===== config.mk =====
export PLATFORM = sky130hd
export DESIGN_NAME = lc3_decode_stage
export DESIGN_NICKNAME = d
export VERILOG_FILES = /design/src/rtl/lc3_decode_stage.sv
export SDC_FILE = /design/constraint.sdc
export NUM_CORES = 1
export LEC_CHECK = 0
export CORE_ASPECT_RATIO = 0.8
export CORE_MARGIN = 3
export CORE_UTILIZATION = 40
export DETAILED_ROUTE_END_ITERATION = 6
export PLACE_DENSITY = 0.78
export SLEW_MARGIN = 20
export SYNTH_ARGS = -nofsm -noshare
export SYNTH_HDL_FRONTEND = slang
export SYNTH_SLANG_ARGS = --single-unit

===== constraint.sdc =====
create_clock -name clock -period 0.98 [get_ports clock]
set_input_delay 0.098 -clock clock [delete_from_list [all_inputs] [get_ports clock]]
set_output_delay 0.098 -clock clock [all_outputs]
set_load 0.005 [all_outputs]

===== src/rtl/lc3_decode_stage.sv =====
// LC-3 decode stage: registers instruction/next-PC and decodes execute, writeback and memory control words.
// Latency: one cycle from a capture edge to the outputs; no combinational input-to-output path.
// Backpressure: none; enable_decode low holds every output and drops decode_valid.
module lc3_decode_stage (
    input  logic        clock,
    input  logic        reset,
    input  logic        enable_decode,
    input  logic [15:0] instr_dout,
    input  logic [15:0] npc_in,
    output logic [15:0] IR,
    output logic [15:0] npc_out,
    output logic [5:0]  E_Control,
    output logic [1:0]  W_Control,
    output logic        Mem_Control,
    output logic        decode_valid,
    output logic        illegal_op
);

    typedef struct packed {
        logic [1:0] alu_control;
        logic [1:0] pcselect1;
        logic       pcselect2;
        logic       op2select;
    } e_ctrl_t;

    localparam logic [1:0] W_ALU = 2'b00;
    localparam logic [1:0] W_PC  = 2'b01;
    localparam logic [1:0] W_MEM = 2'b10;

    logic [3:0] opcode;
    e_ctrl_t    e_dec;
    logic [1:0] w_dec;
    logic       mem_dec;
    logic       ill_dec;

    assign opcode = instr_dout[15:12];

    always_comb begin
        e_dec   = '0;
        w_dec   = W_ALU;
        mem_dec = 1'b0;
        ill_dec = 1'b0;
        case (opcode)
            4'b0001: e_dec.op2select = instr_dout[5];
            4'b0101: begin
                e_dec.alu_control = 2'b01;
                e_dec.op2select   = instr_dout[5];
            end
            4'b1001: e_dec.alu_control = 2'b10;
            4'b0000, 4'b0011: begin
                e_dec.pcselect1 = 2'b01;
                e_dec.pcselect2 = 1'b1;
            end
            4'b0010: begin
                e_dec.pcselect1 = 2'b01;
                e_dec.pcselect2 = 1'b1;
                w_dec           = W_MEM;
            end
            4'b1010: begin
                e_dec.pcselect1 = 2'b01;
                e_dec.pcselect2 = 1'b1;
                w_dec           = W_MEM;
                mem_dec         = 1'b1;
            end
            4'b1011: begin
                e_dec.pcselect1 = 2'b01;
                e_dec.pcselect2 = 1'b1;
                mem_dec         = 1'b1;
            end
            4'b1110: begin
                e_dec.pcselect1 = 2'b01;
                e_dec.pcselect2 = 1'b1;
                w_dec           = W_PC;
            end
            4'b0110: begin
                e_dec.pcselect1 = 2'b10;
                w_dec           = W_MEM;
            end
            4'b0111: e_dec.pcselect1 = 2'b10;
            4'b1100: e_dec.pcselect1 = 2'b11;
            // JSR, RTI, reserved and TRAP are not handled by this pipeline
            default: ill_dec = 1'b1;
        endcase
    end

    always_ff @(posedge clock) begin
        if (reset) begin
            IR           <= '0;
            npc_out      <= '0;
            E_Control    <= '0;
            W_Control    <= '0;
            Mem_Control  <= 1'b0;
            decode_valid <= 1'b0;
            illegal_op   <= 1'b0;
        end else if (enable_decode) begin
            IR           <= instr_dout;
            npc_out      <= npc_in;
            E_Control    <= e_dec;
            W_Control    <= w_dec;
            Mem_Control  <= mem_dec;
            decode_valid <= 1'b1;
            illegal_op   <= ill_dec;
        end else begin
            decode_valid <= 1'b0;
        end
    end

endmodule


==> metrics.log <==
[metrics] run status: complete, no violations
[metrics] Critical Path, Cell by Cell: dlygate4sd2_1, nor4b_4, a31oi_1, a311oi_1
[metrics] proportion of netlist area held by the largest area contributor: approximately half
[metrics] XOR/XNOR share of the synthesized area: 0%
[metrics] fraction of the cycle the final worst path needs: 99.1%
[metrics] data arrival time of the critical path: roughly 1200 ps
[metrics] most common cell after layout, fill and taps aside: sky130_fd_sc_hd__nor2_1
[metrics] slowest stage delay, CP: between 300 and 400 ps
[metrics] Detailed Routing Iterations Pass 1: 4
[metrics] Routed WL per cell: 13.2 um
[metrics] number of nets with antenna violations after detailed routing: 0
[metrics] layout cells sized above 1: 28.1%
[metrics] DIE WIDTH: slightly below 80 um
[metrics] Synth Area in Compound Gates: between 6 and 7%
[metrics] leakage power of the design: 1.20 nW
[metrics] PortBufs: between 70 and 80
[metrics] Net count, final: between 200 and 300
[metrics] Mapped Nets: just under 200
[metrics] startpoint class of the critical path: input pin
[metrics] sequential cell area in the final layout: around 900 um2
[metrics] worst reg2reg endpoint: npc_out[15]
[metrics] TritonCTS clock tree: built
[metrics] setup repair after global routing missed its margin: true
[metrics] CP max FO: 10
[metrics] leading cell types in the layout, fill and taps excluded: sky130_fd_sc_hd__nor2_1 (36), sky130_fd_sc_hd__clkdlybuf4s15_1 (35), sky130_fd_sc_hd__mux2i_1 (33), sky130_fd_sc_hd__dfxtp_2 (31), sky130_fd_sc_hd__clkdlybuf4s50_1 (29)
[metrics] gr ovfl total: 0
[metrics] hold_buf cts: 0
[metrics] arithmetic-cell share of the synthesized area counting full adders, half adders and majority gates: 0%
[metrics] post-route design area: 0.00272 mm2
[metrics] summed instance area of the synthesized netlist: between 0.0015 and 0.002 mm2
[metrics] number of placement rows: 20
[metrics] Power per Cell Area: between 1000 and 1500 mW/mm2
[metrics] Placed Area: 0.00256 mm2
[metrics] total routing resource utilization after global routing: ~17%
[metrics] worst min path class: input pin to flip-flop
[metrics] setup slack of the most critical reg-to-reg path: 220 ps
[metrics] CTS clk-pin slew, worst paths: approximately 70 ps
[metrics] area taken by multi-input logic gates: approximately 730 um2
[metrics] final-layout fill cell count: between 300 and 400
[metrics] start-to-end type of the worst setup path: input pin to flip-flop
[metrics] worst rel slew slack: 71.5%
[metrics] vias in the first global route: about 1500
[metrics] Max Clk Rate: just over 1000 MHz
[metrics] Period minus WS final: roughly 970 ps
[metrics] number of cells on the critical path: 4
[metrics] clock tree root buffer cell: sky130_fd_sc_hd__clkbuf_8
[metrics] leading register cell type out of synthesis: sky130_fd_sc_hd__dfxtp_1
[metrics] number of vias after detailed routing: about 1500
[metrics] Post-synth ARST share: 0%
[metrics] clock tree skew after final layout: 0 ps
[metrics] half-perimeter wire length after detailed placement: roughly 2800 um
[metrics] main combinational cell family by area after synthesis: multiplexers
[metrics] launch point of the worst path: instr_dout[15]
[metrics] Initial Utilization: 42.8%
[metrics] Finish-stage setup viols: 0
[metrics] multiplexer share of the synthesized area: about a fifth
[metrics] family with the most delay on the worst path: compound AO/OA/AOI/OAI gates
[metrics] clock sink count: 43
[metrics] unique cell type count in the Yosys netlist: 26
[metrics] Final Max Slew Viols: 0
[metrics] logic depth of the worst register-to-register path: 3
[metrics] setup TNS: 0 ps
[metrics] last element of the critical path: illegal_op
[metrics] DRC violation total after the first TritonRoute iteration: 57
[metrics] P&R area growth vs syn: 61.9%
[metrics] post-synthesis instance total: between 150 and 200
[metrics] final wirelength: 4070 um
[metrics] Simple-Gate Fraction of Synth Area: between 10% and 20%
[metrics] Maximum Capacitance Violations: 0
[metrics] largest voltage drop on the vdd net: between 1 and 1.5 mV
[metrics] number of synthesis warnings: 0
[metrics] total die area: ~0.0050 mm2
[metrics] average instance area after synthesis: 10.3 um2
[metrics] Tightest Pin Transition: between 400 and 500 ps
[metrics] Synth area leader: sky130_fd_sc_hd__dfxtp_1
[metrics] Residual DRC: 0
[metrics] biggest area contributors in the synthesized netlist: sky130_fd_sc_hd__dfxtp_1 (51%), sky130_fd_sc_hd__mux2i_1 (20%), sky130_fd_sc_hd__nor2_1 (8.0%)
[metrics] antenna diode instance count: 0
[metrics] RR Startpoint: npc_out[15]
[metrics] maximum clock insertion buffer count: 2
[metrics] clock latency on the worst-skew pair: 290 ps
[metrics] crit end category: flip-flop
[metrics] core footprint: between 0.003 and 0.004 mm2
[metrics] number of enable-type register cells in the synthesized netlist: 0
[metrics] number of top-level pins: 78
[metrics] Inserted Clock Buffers: 5
[metrics] first-pass GRT wire length: ~6600 um
[metrics] flop and latch count out of synthesis: between 40 and 50
[metrics] final hold viol count: 0
[metrics] cell with the largest stage delay on the worst path: sky130_fd_sc_hd__dlygate4sd2_1
[metrics] CTS H-tree depth: 2
[metrics] required time at the endpoint of the critical path: between 1000 and 1500 ps
[metrics] Die Span Y: about 64 um
[metrics] number of vias per cell: roughly 4.7
[metrics] largest net degree at the start of global routing: 34
[metrics] proportion of synthesized chip area in sequential cells: 51.2%
[metrics] Final GP Congestion: about 0.78
[metrics] buffers plus inverters on the worst setup path: 1
[metrics] number of antenna violations at the first check in global routing: 0
==> area by class of cell <==
| type | count | area share, % |
|---|---|---|
| sequential | 43 | 33.0 |
| clock buffer | 8 | 3.68 |
| multi-input combinational | 105 | 26.9 |
| timing repair buffer | 96 | 33.7 |
| tap | 55 | 2.53 |
| inverter | 1 | 0.138 |
==> synth_stat cells, types with 2 or more instances <==
cell type / count
sky130_fd_sc_hd__dfxtp_1: 43
sky130_fd_sc_hd__nor2_1: 36
sky130_fd_sc_hd__mux2i_1: 33
sky130_fd_sc_hd__a21oi_1: 7
sky130_fd_sc_hd__nand2b_1: 7
sky130_fd_sc_hd__buf_4: 5
sky130_fd_sc_hd__clkbuf_1: 5
sky130_fd_sc_hd__nand3_1: 4
sky130_fd_sc_hd__buf_2: 3
sky130_fd_sc_hd__nand2_1: 3
sky130_fd_sc_hd__a211oi_2: 2
sky130_fd_sc_hd__buf_6: 2
==> how the worst min path moves through the flow <==
stage          cells after the start           end  slack, ps           start
2_1_floorplan                      2    npc_out[7]        250       npc_in[7]
3_3_place_gp                       2  E_Control[5]        460    E_Control[5]
3_5_place_dp                       2   Mem_Control        460     Mem_Control
4_1_cts                            3  decode_valid        280   enable_decode
5_1_grt                            3  decode_valid        280   enable_decode
6_report                           5  E_Control[0]        280  instr_dout[13]
==> per-stage QoR <==
step / power, mW / util [%] / instances / hold slack, ps / worst slack, ps
3_5_place_dp: 2.60 / 65.3 / 295 / 461 / -457
2_1_floorplan: 2.20 / - / 164 / 245 / 166
4_1_cts: 3.78 / 67.5 / 303 / 277 / 0.331
6_report: 3.76 / 69.3 / 308 / 282 / 9.07
5_1_grt: 3.96 / 69.3 / 308 / 278 / -39.3
3_3_place_gp: 2.59 / 65.3 / 295 / 461 / -411
==> per-layer routing <==
metal | wire length, um | up-vias | share of wire, % | GRT usage, %
li1 | - | 720 | - | -
met1 | 1770 | 661 | 43 | 19.8
met2 | 1830 | 60 | 45 | 26.5
met3 | 393 | 10 | 9.7 | 7.89
met4 | 85 | 0 | 2.1 | 7.21
met5 | 0 | - | 0 | 0
==> state kept, by name, summed over array words and instances (netlist names) <==
register / cells
IR: 16
Mem_Control: 1
npc_out: 16
illegal_op: 1
W_Control: 2
E_Control: 6
decode_valid: 1
==> worst register-to-register path, cell delays in order, from the launching register on <==
cell and delay [ps]:
sky130_fd_sc_hd__dfxtp_2 320, sky130_fd_sc_hd__buf_4 120, sky130_fd_sc_hd__mux2i_1 150, sky130_fd_sc_hd__nor2_1 60
==> report_power, final <==
group | leakage [nW] | switching, mW | total [mW] | internal [mW]
Combinational | 0.780 | 0.245 | 0.634 | 0.389
Sequential | 0.366 | 0.0457 | 1.90 | 1.85
Clock | 0.0515 | 0.578 | 1.22 | 0.643
Total | 1.20 | 0.869 | 3.76 | 2.89
==> kinds of logic after synthesis <==
kind of cell / count (synthesis)
and+or+nand+nor: 59
DFF: 43
muxes: 33
buffers and inverters: 16
AOI/OAI and AO/OA: 13
==> what timing repair did <==
item	in CTS	in global routing
buffers inserted	0	5
gates resized for setup	80	49
pin swaps	1	1
endpoints found under the setup margin	53	36
Power figures use the tool's default switching activity.
==> edit 1: new RTL, config.mk and constraints unchanged <==
Put one more register stage on the output `E_Control`, with the module's reset. The value now appears one clock later. The other outputs are not delayed to match.
--- a/src/rtl/lc3_decode_stage.sv
+++ b/src/rtl/lc3_decode_stage.sv
@@ -26,6 +26,8 @@
     localparam logic [1:0] W_ALU = 2'b00;
     localparam logic [1:0] W_PC  = 2'b01;
     localparam logic [1:0] W_MEM = 2'b10;
+
+    logic [5:0] E_Control_s0;
 
     logic [3:0] opcode;
     e_ctrl_t    e_dec;
@@ -87,7 +89,7 @@
         if (reset) begin
             IR           <= '0;
             npc_out      <= '0;
-            E_Control    <= '0;
+            E_Control_s0 <= '0;
             W_Control    <= '0;
             Mem_Control  <= 1'b0;
             decode_valid <= 1'b0;
@@ -95,7 +97,7 @@
         end else if (enable_decode) begin
             IR           <= instr_dout;
             npc_out      <= npc_in;
-            E_Control    <= e_dec;
+            E_Control_s0 <= e_dec;
             W_Control    <= w_dec;
             Mem_Control  <= mem_dec;
             decode_valid <= 1'b1;
@@ -105,5 +107,13 @@
         end
     end
 
+    always_ff @(posedge clock) begin
+        if (reset) begin
+            E_Control <= '0;
+        end else begin
+            E_Control <= E_Control_s0;
+        end
+    end
+
 endmodule
 
Formal check against the unedited RTL: not equivalent (Yosys sat finds a counterexample within 4 cycles, from zero or initial values and one cycle with reset high).
==> edit 1 against the unedited design <==
Worst setup slack improved by 0.011 ns; cell count increased by 4.9%; combinational power decreased by 5.4%; wire length increased by 2.2%; non-clock buffer count increased by 5; total power increased by 5.5%; design area increased by 2.7%; sequential share of layout area increased by 3.2 points; core utilization increased by 0.11 points; sequential cell count increased by 6; maximum frequency increased by 1.2%; synthesized area increased by 5.1%; largest cell class is now flip-flops and latches; largest power group unchanged.
==> edit 1: results (changes against the unedited design) <==
----------------------------------------------------
[Routing]
  Met1 Routed Length ... 1830 um (+3.6%)
  Met2 wire length ... 1940 um (+6.3%)
  Number of vias per cell ... 4.61 (-2.2%)
  Wire length on met3 ... 387 um (-1.5%)
  Highest routed metal layer ... met3
  Wirelength per Cell ... 12.9 um (-2.6%)

[CTS]
  Post-CTS clock slew at the launch and capture registers of the worst setup and hold paths ... 0.09 ns (+0.02 ns)
  Clock insertion delay at the later pin of the skew report ... 0.29 ns (about the same)

[Run status]
  Result of the run ... completed

[Setup path]
  Worst R2R Start ... npc_out[3]
  First element of the critical path ... IR[11]
  FF-to-FF End ... npc_out[3]
  Largest stage delay on the critical path ... 0.32 ns (-0.05 ns)
  Kind of cell with the highest combined delay on the critical path ... flip-flops
  CP Capture Point ... IR[11]
  Standard cell with the maximum stage delay on the critical path ... dfxtp_2
  Worst R2R Setup Slack ... 0.24 ns (+0.02 ns)
  Data arrival at the endpoint of the critical path ... 0.86 ns (-0.31 ns)
  Maximum fanout count along the critical path ... 2 (-8)

[Logic synthesis]
  Share of the yosys chip area belonging to registers ... 55.5% (+4.3 points)
  Most frequent cells after synthesis ... dfxtp_1, nor2_1, mux2i_1, nand2_1, nor2b_1
  Gate count of the mapped netlist ... 171 (+4.3%)
  Ranking of synthesized cells by area ... dfxtp_1, mux2i_1, nor2_1

[Final layout]
  Fraction of final layout cells sized beyond drive strength 1 ... 25.4% (-2.7 points)
  Top Registers ... IR: 16 flops, npc_out: 16 flops
  Final layout net count ... 302 (+5.2%)

[Timing]
  Post-layout worst setup margin ... 0.0203 ns (+0.0112 ns)
  Final setup skew ... 0.00334 ns (+0.00334 ns)
  Max transition margin ... 83.6% (+12 points)

[Global route]
  Met1 routing resource usage after global routing ... 19.0% (-0.78 points)
  Maximum number of pins on one net before global-route repair ... 22 (-35%)
  Global-route track usage on met2 ... 27.1% (+0.57 points)
  Wire length of the first global-routing pass ... 6570 um (-0.85%)

[Place]
  Final estimated routing congestion in global placement ... 0.748 (-4.7%)
  DP HPWL ... 3120 um (+9.7%)
  Placed cells ... 311 (+5.4%)
  Pre-CTS WS ... -0.441 ns (+0.0164 ns)
  Instance area at placement ... 2680 um2 (+4.5%)

[Worst hold path]
  Worst-case hold path end point ... E_Control_s0[0]
  Startpoint of the lowest-slack hold path ... reset
  Worst hold path depth ... 3 (-2)

----------------------------------------------------
==> edit 1: cell count changes after synthesis, sizes merged, moves of 2 or more <==
| cell | change |
|---|---|
| nand2 | +8 |
| nor2b | +8 |
| nand2b | -7 |
| dfxtp | +6 |
| clkbuf | -5 |
| nor2 | -4 |
| a211oi | -3 |
| mux2i | -3 |
| and2b | -2 |
| buf | +2 |
| nand3 | -2 |
| o2bb2ai | +2 |
==> edit 1: report_power, final <==
group	total, mW	internal, mW	switching, mW	leakage, nW
Clock	1.21	0.572	0.641	0.0512
Sequential	2.15	2.10	0.0467	0.412
Combinational	0.600	0.362	0.237	0.810
==> edit 1: cell families (layout without fill, tap and decap cells) <==
group	count (synthesis)	after routing	share of synthesized area, %
and+or+nand+nor	61	61	16.1
DFF	49	49	55.5
muxes	30	30	17.0
AOI/OAI and AO/OA	16	16	7.01
buffers and inverters	15	112	4.39
==> edit 1: stage by stage <==
stage / hold WS, ns / utilization, % / TNS (ns)
5_1_grt: 0.218 / 69.4 / 0
2_1_floorplan: 0.192 / - / 0
6_report: 0.209 / 69.4 / 0
3_5_place_dp: 0.453 / 66.5 / -4.17
3_3_place_gp: 0.447 / 66.5 / -3.81
4_1_cts: 0.207 / 68.8 / 0
==> edit 1: cell type report <==
cell class	instances	area, um2
fillers	307	1230
flip-flops and latches	49	1010
inverters	3	11.3
well taps	55	68.8
multi-input cells	107	708
clock buffers	6	82.6
repair buffers	101	898
clock inverters	2	13.8
==> edit 1: tightest hold or removal path, stage by stage <==
cell and delay, ns:
clkbuf_2 0.16, or4b_4 0.16, o2bb2ai_2 0.05
==> edit 1: what timing repair did <==
item | in CTS | in global routing
gates cloned | 0 | 0
gates resized for setup | 77 | 34
endpoints found under the setup margin | 51 | 28
buffers inserted | 2 | 2
==> edit 2: new RTL, config.mk and constraints unchanged <==
Made on the original files. Add an input register stage for `enable_decode`, `instr_dout` and `npc_in`, without a reset; this delays them by one clock.
--- a/src/rtl/lc3_decode_stage.sv
+++ b/src/rtl/lc3_decode_stage.sv
@@ -27,13 +27,23 @@
     localparam logic [1:0] W_PC  = 2'b01;
     localparam logic [1:0] W_MEM = 2'b10;
 
+    logic enable_decode_q;
+    logic [15:0] instr_dout_q;
+    logic [15:0] npc_q;
+
+    always_ff @(posedge clock) begin
+        enable_decode_q <= enable_decode;
+        instr_dout_q    <= instr_dout;
+        npc_q           <= npc_in;
+    end
+
     logic [3:0] opcode;
     e_ctrl_t    e_dec;
     logic [1:0] w_dec;
     logic       mem_dec;
     logic       ill_dec;
 
-    assign opcode = instr_dout[15:12];
+    assign opcode = instr_dout_q[15:12];
 
     always_comb begin
         e_dec   = '0;
@@ -41,10 +51,10 @@
         mem_dec = 1'b0;
         ill_dec = 1'b0;
         case (opcode)
-            4'b0001: e_dec.op2select = instr_dout[5];
+            4'b0001: e_dec.op2select = instr_dout_q[5];
             4'b0101: begin
                 e_dec.alu_control = 2'b01;
-                e_dec.op2select   = instr_dout[5];
+                e_dec.op2select   = instr_dout_q[5];
             end
             4'b1001: e_dec.alu_control = 2'b10;
             4'b0000, 4'b0011: begin
@@ -92,9 +102,9 @@
             Mem_Control  <= 1'b0;
             decode_valid <= 1'b0;
             illegal_op   <= 1'b0;
-        end else if (enable_decode) begin
-            IR           <= instr_dout;
-            npc_out      <= npc_in;
+        end else if (enable_decode_q) begin
+            IR           <= instr_dout_q;
+            npc_out      <= npc_q;
             E_Control    <= e_dec;
             W_Control    <= w_dec;
             Mem_Control  <= mem_dec;
Behaviour: not the same (a bounded check fails within 4 cycles, from zero or initial values and one cycle with reset high).
==> edit 2 against the unedited design <==
Worst setup slack lost 0.073 ns; the flow now finishes with violations (negative setup slack); sequential cell count up 33; combinational power decreased by 5.2%; critical endpoint is now E_Control[2]; critical path depth fell by 2; non-clock buffer count up 2; synthesized area grew 39%; wire length grew 22%; total power grew 73%; core utilization decreased by 7.2 points; synthesized cell count up 20%; design area grew 27%; maximum frequency down 7.0%.
==> edit 2: results (changes against the unedited design) <==
----------------------------------------------------
[Run status]
  Result of the run ... complete, but fails checks
  Failing checks ... negative setup slack

[CTS]
  Number of buffers added by the clock tree synthesis step ... 9 (+4)
  Total number of H-tree levels ... 3 (+1)

[Final layout]
  Number of inserted filler cells in the final layout ... 463 (+42%)
  Post-route insts no fill ... 374 (+21%)

[Power]
  Power density cells ... 1880 nW/um2 (+37%)
  Leakage power figure ... 1.57 nW (+31%)
  Clock share of power ... 39.0% (+6.5 points)
  Maximum ir drop on the vdd rail ... 0.00102 V (-11%)
  Net switching power ... 1.42 mW (+64%)

[Place]
  Placed cells ... 348 (+18%)
  Instance area at placement ... 3230 um2 (+26%)
  Final estimated routing congestion in global placement ... 0.744 (-5.2%)
  DP HPWL ... 3100 um (+9.1%)

[Routing]
  Number of vias per cell ... 4.44 (-5.7%)

[Timing]
  Final setup violating endpoints ... 8 (+8)
  Max transition margin ... 86.1% (+15 points)
  Post-layout worst setup margin ... -0.0643 ns (-0.0734 ns)

[Logic synthesis]
  Ranking of synthesized cells by area ... dfxtp_1, mux2i_1, nor2_1
  Share of the yosys chip area belonging to registers ... 65.0% (+14 points)
  Gate count of the mapped netlist ... 197 (+20%)
  Syn Nets ... 232 (+17%)

[Setup path]
  Data arrival at the endpoint of the critical path ... 1.31 ns (+0.14 ns)

[Global route]
  Wire length of the first global-routing pass ... 7570 um (+14%)
  Maximum number of pins on one net before global-route repair ... 44 (+29%)
  Global-route usage over all layers ... 14.7% (-2.2 points)

----------------------------------------------------
-- edit 2: per-stage QoR --
stage / setup TNS (ns) / utilization, % / setup slack [ns]
3_3_place_gp: -0.684 / 58.2 / -0.131
5_1_grt: -1.42 / 62.1 / -0.130
3_5_place_dp: -1.02 / 58.2 / -0.206
6_report: -0.304 / 62.1 / -0.0643
2_1_floorplan: -0.0846 / - / -0.0312
4_1_cts: -0.107 / 60.3 / -0.0521
-- edit 2: repair_timing --
item                                    4_1_cts  5_1_grt
pin swaps                                     0       10
endpoints found under the setup margin       64       26
gates resized for setup                     217       16
setup buffers                                 4        5
cloned                                        0        1
-- edit 2: logic make-up after synthesis --
family                 count (synthesis)  synth area share, %
AOI/OAI and AO/OA                     13                 4.43
buffers and inverters                 16                 4.17
DFF                                   76                 65.0
muxes                                 33                 14.1
and+or+nand+nor                       59                 12.3
-- edit 2: layer usage --
layer	global-route usage [%]	vias up	part of all wire, %
li1	-	845	-
met1	18.7	748	46
met2	20.6	65	43
met3	8.90	4	11
met4	5.02	0	0.66
met5	0	-	0
-- edit 2: final cells by class --
cell class / count / share of cell area [%]
well taps: 78 / 2.83
repair buffers: 98 / 22.7
clock inverters: 6 / 2.57
inverters: 1 / 0.109
clock buffers: 10 / 3.70
flip-flops and latches: 76 / 46.1
multi-input cells: 105 / 22.0
-- edit 2: worst paths after layout --
check / cells past startpoint / slack [ns] / from / end
min: 3 / 0.18 / reset / E_Control[1]
min reg2reg: 2 / 0.47 / E_Control[4] / E_Control[4]
max: 2 / -0.06 / instr_dout_q[12] / E_Control[2]
max reg2reg: 2 / -0.06 / instr_dout_q[12] / E_Control[2]
-- edit 2: critical path, stage by stage (launching register included) --
cell,delay [ns]
dfxtp_4,0.39
o311a_4,0.37
a211oi_2,0.20
